File: src/rtl/tdc_symbol_decoder.sv
// ---------------------------------------------------------------------------
// tdc_symbol_decoder
//
// Receive-side demodulator for the supply-activity covert channel. Every
// clkSample cycle the raw TDC delay-line snapshot is reduced to a tap count.
// The counts are averaged over a symbol window of S = 2**g_SYM_LOG2 samples
// and compared against a threshold, giving one bit per symbol. Bits are then
// packed MSB-first into bytes.
//
// Ports
//   clkSample  in   1    the only clock
//   rst        in   1    synchronous, active-high reset
//   clkProp    in   g_LEN  TDC snapshot, one per cycle
//   threshold  in   PCW  decision level (bit = mean < threshold)
//   sync       in   1    pulse marking the first sample of a frame
//   bit_out    out  1    decided symbol bit (held between strobes)
//   bit_valid  out  1    one-cycle strobe for bit_out / sym_level
//   sym_level  out  PCW  mean tap count of the last completed symbol
//   byte_out   out  8    assembled byte, MSB = first bit received
//   byte_valid out  1    one-cycle strobe for byte_out
//
// PCW = clog2(g_LEN+1).
// Latency: with sync in cycle 0, symbol k strobes in cycle (k+1)*S + 2.
// ---------------------------------------------------------------------------
module tdc_symbol_decoder #(
    parameter int g_LEN      = 32,
    parameter int g_SYM_LOG2 = 10
) (
    input  logic                         clkSample,
    input  logic                         rst,
    input  logic [g_LEN-1:0]             clkProp,
    input  logic [$clog2(g_LEN+1)-1:0]   threshold,
    input  logic                         sync,
    output logic                         bit_out,
    output logic                         bit_valid,
    output logic [$clog2(g_LEN+1)-1:0]   sym_level,
    output logic [7:0]                   byte_out,
    output logic                         byte_valid
);

    localparam int PCW  = $clog2(g_LEN + 1);
    // Holds S * g_LEN without overflow because g_LEN < 2**PCW.
    localparam int ACCW = PCW + g_SYM_LOG2;
    localparam int CNTW = g_SYM_LOG2;

    localparam logic [0:0] ST_IDLE = 1'b0;
    localparam logic [0:0] ST_ACQ  = 1'b1;

    localparam logic [CNTW-1:0] CNT_LAST = {CNTW{1'b1}};

    // ---------------- Front-end pipeline ----------------
    logic [g_LEN-1:0] samp_q;
    logic             sync_p1_q;
    logic [PCW-1:0]   pc_q;
    logic             sync_p2_q;
    logic [PCW-1:0]   pc_sum;

    // Popcount rather than leading-one detection so thermometer bubbles
    // do not corrupt the tap count.
    always_comb begin
        pc_sum = '0;
        for (int i = 0; i < g_LEN; i++) begin
            pc_sum = pc_sum + PCW'(samp_q[i]);
        end
    end

    always_ff @(posedge clkSample) begin
        if (rst) begin
            samp_q    <= '0;
            sync_p1_q <= 1'b0;
            pc_q      <= '0;
            sync_p2_q <= 1'b0;
        end else begin
            samp_q    <= clkProp;
            sync_p1_q <= sync;
            pc_q      <= pc_sum;
            sync_p2_q <= sync_p1_q;
        end
    end

    // ---------------- Symbol / byte state ----------------
    logic [0:0]      state_q,      state_d;
    logic [ACCW-1:0] acc_q,        acc_d;
    logic [CNTW-1:0] cnt_q,        cnt_d;
    logic [2:0]      bitcnt_q,     bitcnt_d;
    logic [7:0]      shift_q,      shift_d;
    logic            bit_out_q,    bit_out_d;
    logic            bit_valid_q,  bit_valid_d;
    logic [PCW-1:0]  sym_level_q,  sym_level_d;
    logic [7:0]      byte_out_q,   byte_out_d;
    logic            byte_valid_q, byte_valid_d;

    logic [ACCW-1:0] sum_full;
    logic [PCW-1:0]  mean;
    logic            sym_bit;

    // The symbol's last sample is folded in directly so the decision is
    // made in the same cycle that sample arrives.
    assign sum_full = acc_q + ACCW'(pc_q);
    assign mean     = PCW'(sum_full >> g_SYM_LOG2);
    // Fewer taps means more activity, which encodes a 1.
    assign sym_bit  = (mean < threshold);

    always_comb begin
        state_d      = state_q;
        acc_d        = acc_q;
        cnt_d        = cnt_q;
        bitcnt_d     = bitcnt_q;
        shift_d      = shift_q;
        bit_out_d    = bit_out_q;
        bit_valid_d  = 1'b0;
        sym_level_d  = sym_level_q;
        byte_out_d   = byte_out_q;
        byte_valid_d = 1'b0;

        case (state_q)
            ST_IDLE: begin
                if (sync_p2_q) begin
                    // The sample travelling with sync is sample 0.
                    state_d  = ST_ACQ;
                    acc_d    = ACCW'(pc_q);
                    cnt_d    = CNTW'(1);
                    bitcnt_d = 3'd0;
                    shift_d  = 8'd0;
                end
            end
            ST_ACQ: begin
                if (sync_p2_q) begin
                    // Resync discards the partial symbol and byte; it also
                    // overrides a symbol completing in this same cycle.
                    acc_d    = ACCW'(pc_q);
                    cnt_d    = CNTW'(1);
                    bitcnt_d = 3'd0;
                    shift_d  = 8'd0;
                end else if (cnt_q == CNT_LAST) begin
                    acc_d       = '0;
                    cnt_d       = '0;
                    sym_level_d = mean;
                    bit_out_d   = sym_bit;
                    bit_valid_d = 1'b1;
                    shift_d     = {shift_q[6:0], sym_bit};
                    bitcnt_d    = bitcnt_q + 3'd1;
                    if (bitcnt_q == 3'd7) begin
                        byte_out_d   = {shift_q[6:0], sym_bit};
                        byte_valid_d = 1'b1;
                    end
                end else begin
                    acc_d = sum_full;
                    cnt_d = cnt_q + CNTW'(1);
                end
            end
            default: begin
                state_d = ST_IDLE;
            end
        endcase
    end

    always_ff @(posedge clkSample) begin
        if (rst) begin
            state_q      <= ST_IDLE;
            acc_q        <= '0;
            cnt_q        <= '0;
            bitcnt_q     <= '0;
            shift_q      <= '0;
            bit_out_q    <= 1'b0;
            bit_valid_q  <= 1'b0;
            sym_level_q  <= '0;
            byte_out_q   <= '0;
            byte_valid_q <= 1'b0;
        end else begin
            state_q      <= state_d;
            acc_q        <= acc_d;
            cnt_q        <= cnt_d;
            bitcnt_q     <= bitcnt_d;
            shift_q      <= shift_d;
            bit_out_q    <= bit_out_d;
            bit_valid_q  <= bit_valid_d;
            sym_level_q  <= sym_level_d;
            byte_out_q   <= byte_out_d;
            byte_valid_q <= byte_valid_d;
        end
    end

    assign bit_out    = bit_out_q;
    assign bit_valid  = bit_valid_q;
    assign sym_level  = sym_level_q;
    assign byte_out   = byte_out_q;
    assign byte_valid = byte_valid_q;

endmodule
File: config.mk
export PLATFORM = sky130hd
export DESIGN_NAME = tdc_symbol_decoder
export DESIGN_NICKNAME = d
export VERILOG_FILES = /design/src/rtl/tdc_symbol_decoder.sv
export SDC_FILE = /design/constraint.sdc
export NUM_CORES = 1
export LEC_CHECK = 0
export BUFFER_PORTS_ARGS = -buffer_cell sky130_fd_sc_hd__buf_2
export CAP_MARGIN = 0
export CORE_ASPECT_RATIO = 1.75
export CORE_MARGIN = 3
export CORE_UTILIZATION = 33
export DETAILED_ROUTE_END_ITERATION = 6
export SYNTH_ARGS = -nofsm -noshare
export SYNTH_HDL_FRONTEND = slang
export SYNTH_SLANG_ARGS = --single-unit
File: constraint.sdc
create_clock -name clkSample -period 7 [get_ports clkSample]
set_clock_uncertainty 0.2 [all_clocks]
set_input_delay 1.05 -clock clkSample [delete_from_list [all_inputs] [get_ports clkSample]]
set_output_delay 1.05 -clock clkSample [all_outputs]
set_load 0.05 [all_outputs]
* After elaboration in Yosys (flattened, before gate mapping) *
Index checks and enable logic that the tools add are counted.
Widths: inputs -> output; s select.

storage, ports and cells
  flip-flop bits (word level) = 94
  bits of input ports = 41

operators by class
  add/sub/neg operators = 34
  $lt $le $gt $ge = 1
  equality and inequality tests = 4
  mux-type cells = 20
  bitwise operators = 3
  reductions and logical operators = 5

operators with widths
  cell                   count
  $add 6x1->6            26
  $mux 16                3
  $pmux 16 s2            1
  $mux 10                3
  $mux 7                 3
  $pmux 10 s2            1
  $add 16x6->16          1
  $pmux 7 s2             1
  $add 10x1->10 const B  1
  $eq 10x10->1 const B   1
  $mux 3                 3
  $add 5x1->6            1
  $lt 6x6->1             1
  $pmux 3 s2             1
  $add 4x1->5            1
  $add 3x1->4            1
  $mux 1                 4
  $reduce_and 4->1       1
  $reduce_or 4->1        1
  $add 2x1->3            1
  $add 3x1->3 const B    1
  $eq 3x3->1 const B     1
  $ne 3x2->1 const B     1
  $not 1->1              3
  other kinds (5)        5

* Logic depth before layout (Yosys ltp) *
  depth in word-level cells = 31
  gate-level depth with buffers = 16
  mapped depth without buffers = 16

* Worst setup path before layout *
No wires, ideal clock.

  path kind = register to register
  start = reg samp_q[0]
  end = reg pc_q[4]
  library setup time = 128 ps
  arrival = 4255 ps
  data required time = 6672 ps
  path slack = 2418 ps
  stages on the path, launching flop included = 17
  period minus slack after synthesis = 4582 ps
  cells stage by stage = dfxtp_1 inv_1 fa_1 fa_1 fa_1 fa_1 fa_1 fa_1 inv_1 ha_1 inv_1 fa_1 inv_1 a21o_1 a21oi_1 xor2_1 nor2_1

on the way
  cells in the longest elaborated chain, start to end = 31

ends and longest elaborated chain
  element                    RTL line  source
  from (decl)                52        logic [g_LEN-1:0] samp_q;
  from (signal assigned)     74        samp_q <= clkProp;
  $add 1x1->2                63        pc_sum = pc_sum + PCW'(samp_q[i]);
  $add 2x1->3                63
  $add 3x1->4                63
  $add 4x1->5                63
  $add 5x1->6                63
  $add 6x1->6 (26 in a row)  63
  to (signal assigned)       76        pc_q <= pc_sum;
  to (decl)                  54        logic [PCW-1:0] pc_q;

Every way passes these cells.
A chain may end at the register's enable or synchronous reset.

* Worst setup path in the final report *
Ends and elaborated chain as after synthesis.

==> flow_summary.json <==
{
  "status": "complete, no violations",
  "end_kind": "register",
  "hold_class": "register to register",
  "drt_iter0_markers": 83,
  "area_delta_synth_final_pct": 15.8,
  "detail-route-antenna-nets": 0,
  "ir_drop_mv": 0.156,
  "reg2reg_to": "pc_q[4]$_SDFF_PP0_",
  "cts_made_buffers": 9,
  "synth_edf_count": 0,
  "final_core_util": 0.397,
  "ys_seq_elements": 94,
  "dp_hpwl_microns": 6820,
  "syn_avg_cell_area_sq_um": 9.48,
  "crit_path_frequent_cell": "fa_1",
  "critPathArrivalTime_ns": 4.82,
  "rsz0062_at_grt": "no",
  "drt_first_pass_iters": 4,
  "cts_tree": "done",
  "worstSetupStartpointType": "register",
  "start_util": 0.343,
  "synth.net_count": 579,
  "cp.depth": 16,
  "crit_buf_inv": 4,
  "grt_max_degree": 90,
  "r2r-start": "samp_q[0]$_SDFF_PP0_",
  "rows": 56,
  "tightest_slew_ns": 1.06,
  "multiInputGateArea_sq_um": 2470,
  "gp_congestion": 0.801,
  "hold_viol": 0,
  "drv_slew": 0,
  "cts.sinks": 94,
  "synth_ff_type": "dfxtp_1",
  "maxCapViolCount": 0,
  "leakage_nw": 2.36,
  "worstSetupPathType": "register to register",
  "relSlewSlack": 0.290,
  "dp_cells": 704,
  "fin_crit_sh": 0.689,
  "power_density_nw_per_um2": 283,
  "ctsResizeCount": 0,
  "path_clk_slew_ns": 0.07,
  "path_cells": "inv_1 -> fa_1 -> fa_1 -> fa_1 -> fa_1 -> fa_1 -> fa_1 -> inv_1 -> ha_1 -> inv_1 -> fa_1 -> inv_1 -> a21o_1 -> a21oi_1 -> xor2_1 -> nor2_1",
  "finalSetupViolations": 0,
  "grt_pass1_wl_microns": 15300,
  "setup-tns-final_ns": 0,
  "die_y_microns": 163,
  "synthCells": 492,
  "htreeDepth": 3,
  "io_pins": 58,
  "crit_fanout": 2,
  "regToRegSetupSlack_ns": 2.18,
  "final-seq-area_sq_um": 1880,
  "critPathSlowestCell": "fa_1",
  "cp-startpoint": "samp_q[0]$_SDFF_PP0_",
  "drc": 0,
  "synthArstFlopShare": 0,
  "nFillCells": 1384,
  "core_area_sq_um": 13600,
  "die-area_sq_um": 15600,
  "yosys_warnings": 0,
  "fin_crit_ns": 4.82,
  "rr_worst_depth": 16,
  "cp_top_family": "adder cells",
  "vias": 3510,
  "wl_per_cell_microns": 12.6,
  "overflow": 0,
  "cts-root-buf": "clkbuf_16",
  "clkLatencyLatePin_ns": 0.35,
  "postCtsSetupBuffers": 0,
  "numPortBuffers": 57,
  "ys_types": 55,
  "ys_seq_area_frac": 0.404,
  "max_freq_mhz": 207,
  "routed_wl_microns": 9060,
  "final_cells": 720,
  "antenna_found_initial": 0,
  "grt_pass1_vias": 3495,
  "min_from": "sync_p1_q$_SDFF_PP0_",
  "required_ns": 7.00,
  "cts_buffer_depth": 2,
  "antenna_cells": 0,
  "cp-endpoint": "pc_q[4]$_SDFF_PP0_",
  "die_w_microns": 95.9,
  "hold_buffers": 0,
  "netlist_area_sq_um": 4660,
  "drive_above_1_share": 0.152,
  "layout.nets": 628,
  "viasPerCell": 4.88,
  "grt_util_all_layers": 0.123,
  "cp_slowest_stage_delay_ns": 0.56
}
==> registers in the layout, summed over array words and instances, names as in the netlist <==
signal and cells:
acc_q 16, pc_q 6, byte_valid 1, sync_p2_q 1, cnt_q 10, shift_q 7
sync_p1_q 1, state_q 1, byte_out 8, sym_level 6, bit_valid 1, bitcnt_q 3
bit_out 1, samp_q 32
==> worst min-delay path by stage <==
stage,slack [ns],depth (start not counted),to
finish,0.24,1,sync_p2_q$_SDFF_PP0_
global placement,0.24,1,sync_p2_q$_SDFF_PP0_
CTS,0.25,1,sync_p2_q$_SDFF_PP0_
detailed placement,0.23,1,sync_p2_q$_SDFF_PP0_
global route,0.27,1,sync_p2_q$_SDFF_PP0_
floorplan,0.21,1,sync_p2_q$_SDFF_PP0_
==> layout make-up <==
cell class / count / area share
multi-input cells: 319 / 0.457
clock buffers: 9 / 0.0417
clock inverters: 7 / 0.0160
inverters: 58 / 0.0403
flip-flops and latches: 94 / 0.349
repair buffers: 59 / 0.0556
well taps: 174 / 0.0403
==> metrics by stage <==
step / area [sq um] / setup WS, ns / hold WS (ns) / total power [mW]
6_report: 5400 / 2.18 / 0.244 / 1.53
5_1_grt: 5400 / 1.98 / 0.271 / 1.65
4_1_cts: 5400 / 2.16 / 0.248 / 1.56
3_5_place_dp: 5090 / 2.18 / 0.232 / 1.04
3_3_place_gp: 5090 / 2.28 / 0.239 / 1.02
2_1_floorplan: 4660 / 2.42 / 0.214 / 0.942
==> cells in the final DEF, fill, tap and decap left out, types with 7 or more instances in the layout <==
cell	count
nand3_1	13
ha_1	21
nor3b_1	7
clkbuf_16	9
xor2_1	9
nand2_1	28
o21ai_0	8
inv_1	58
o211ai_1	8
or4_1	7
a22o_1	9
nor2b_1	40
dfxtp_1	94
a21oi_1	23
buf_2	57
fa_1	25
nor3_1	8
nor2_1	34
==> power breakdown <==
group / switching (mW) / internal [mW]
logic: 0.238 / 0.203
registers: 0.0151 / 0.564
clock network: 0.223 / 0.286
total: 0.476 / 1.05
==> cells in the mapped netlist, types with 3 or more instances <==
library cell,number,area [sq um]
a311oi_1,4,35.0
a22o_1,9,78.8
nor3_1,8,40.0
xnor2_1,4,35.0
nand3b_1,5,37.5
nor2_1,34,128
or4_1,7,52.6
nand4_1,3,18.8
a21oi_1,23,115
ha_1,21,263
a211oi_1,4,30.0
fa_1,25,500
inv_1,58,218
a21o_1,5,37.5
o211ai_1,8,60.1
xor2_1,9,78.8
nand4b_1,5,43.8
nand3_1,13,65.1
a31oi_1,5,31.3
clkbuf_1,13,48.8
buf_2,6,30.0
nor3b_1,7,52.6
nor2b_1,40,250
o21a_1,4,30.0
and3_1,4,25.0
nand2_1,28,105
a221oi_1,3,26.3
dfxtp_1,94,1880
or3_1,3,18.8
o21ai_0,8,40.0
==> per-layer routing <==
layer / global-route usage / wire length, microns / part of all wire
met5: 0 / 0 / 0
met4: 0.0415 / 163 / 0.018
met3: 0.0263 / 366 / 0.040
met2: 0.240 / 5110 / 0.56
met1: 0.125 / 3420 / 0.38
==> kinds of logic (layout without fill, tap and decap cells) <==
| family | count (synthesis) | count (layout) | share of synthesized area |
|---|---|---|---|
| and+or+nand+nor | 167 | 167 | 0.198 |
| DFF | 94 | 94 | 0.404 |
| AOI/OAI and AO/OA | 93 | 93 | 0.143 |
| buffers and inverters | 79 | 133 | 0.0668 |
| adders and majority gates | 46 | 46 | 0.164 |
| xor gates and xnor gates | 13 | 13 | 0.0244 |
(Power assumes the default switching activity.)
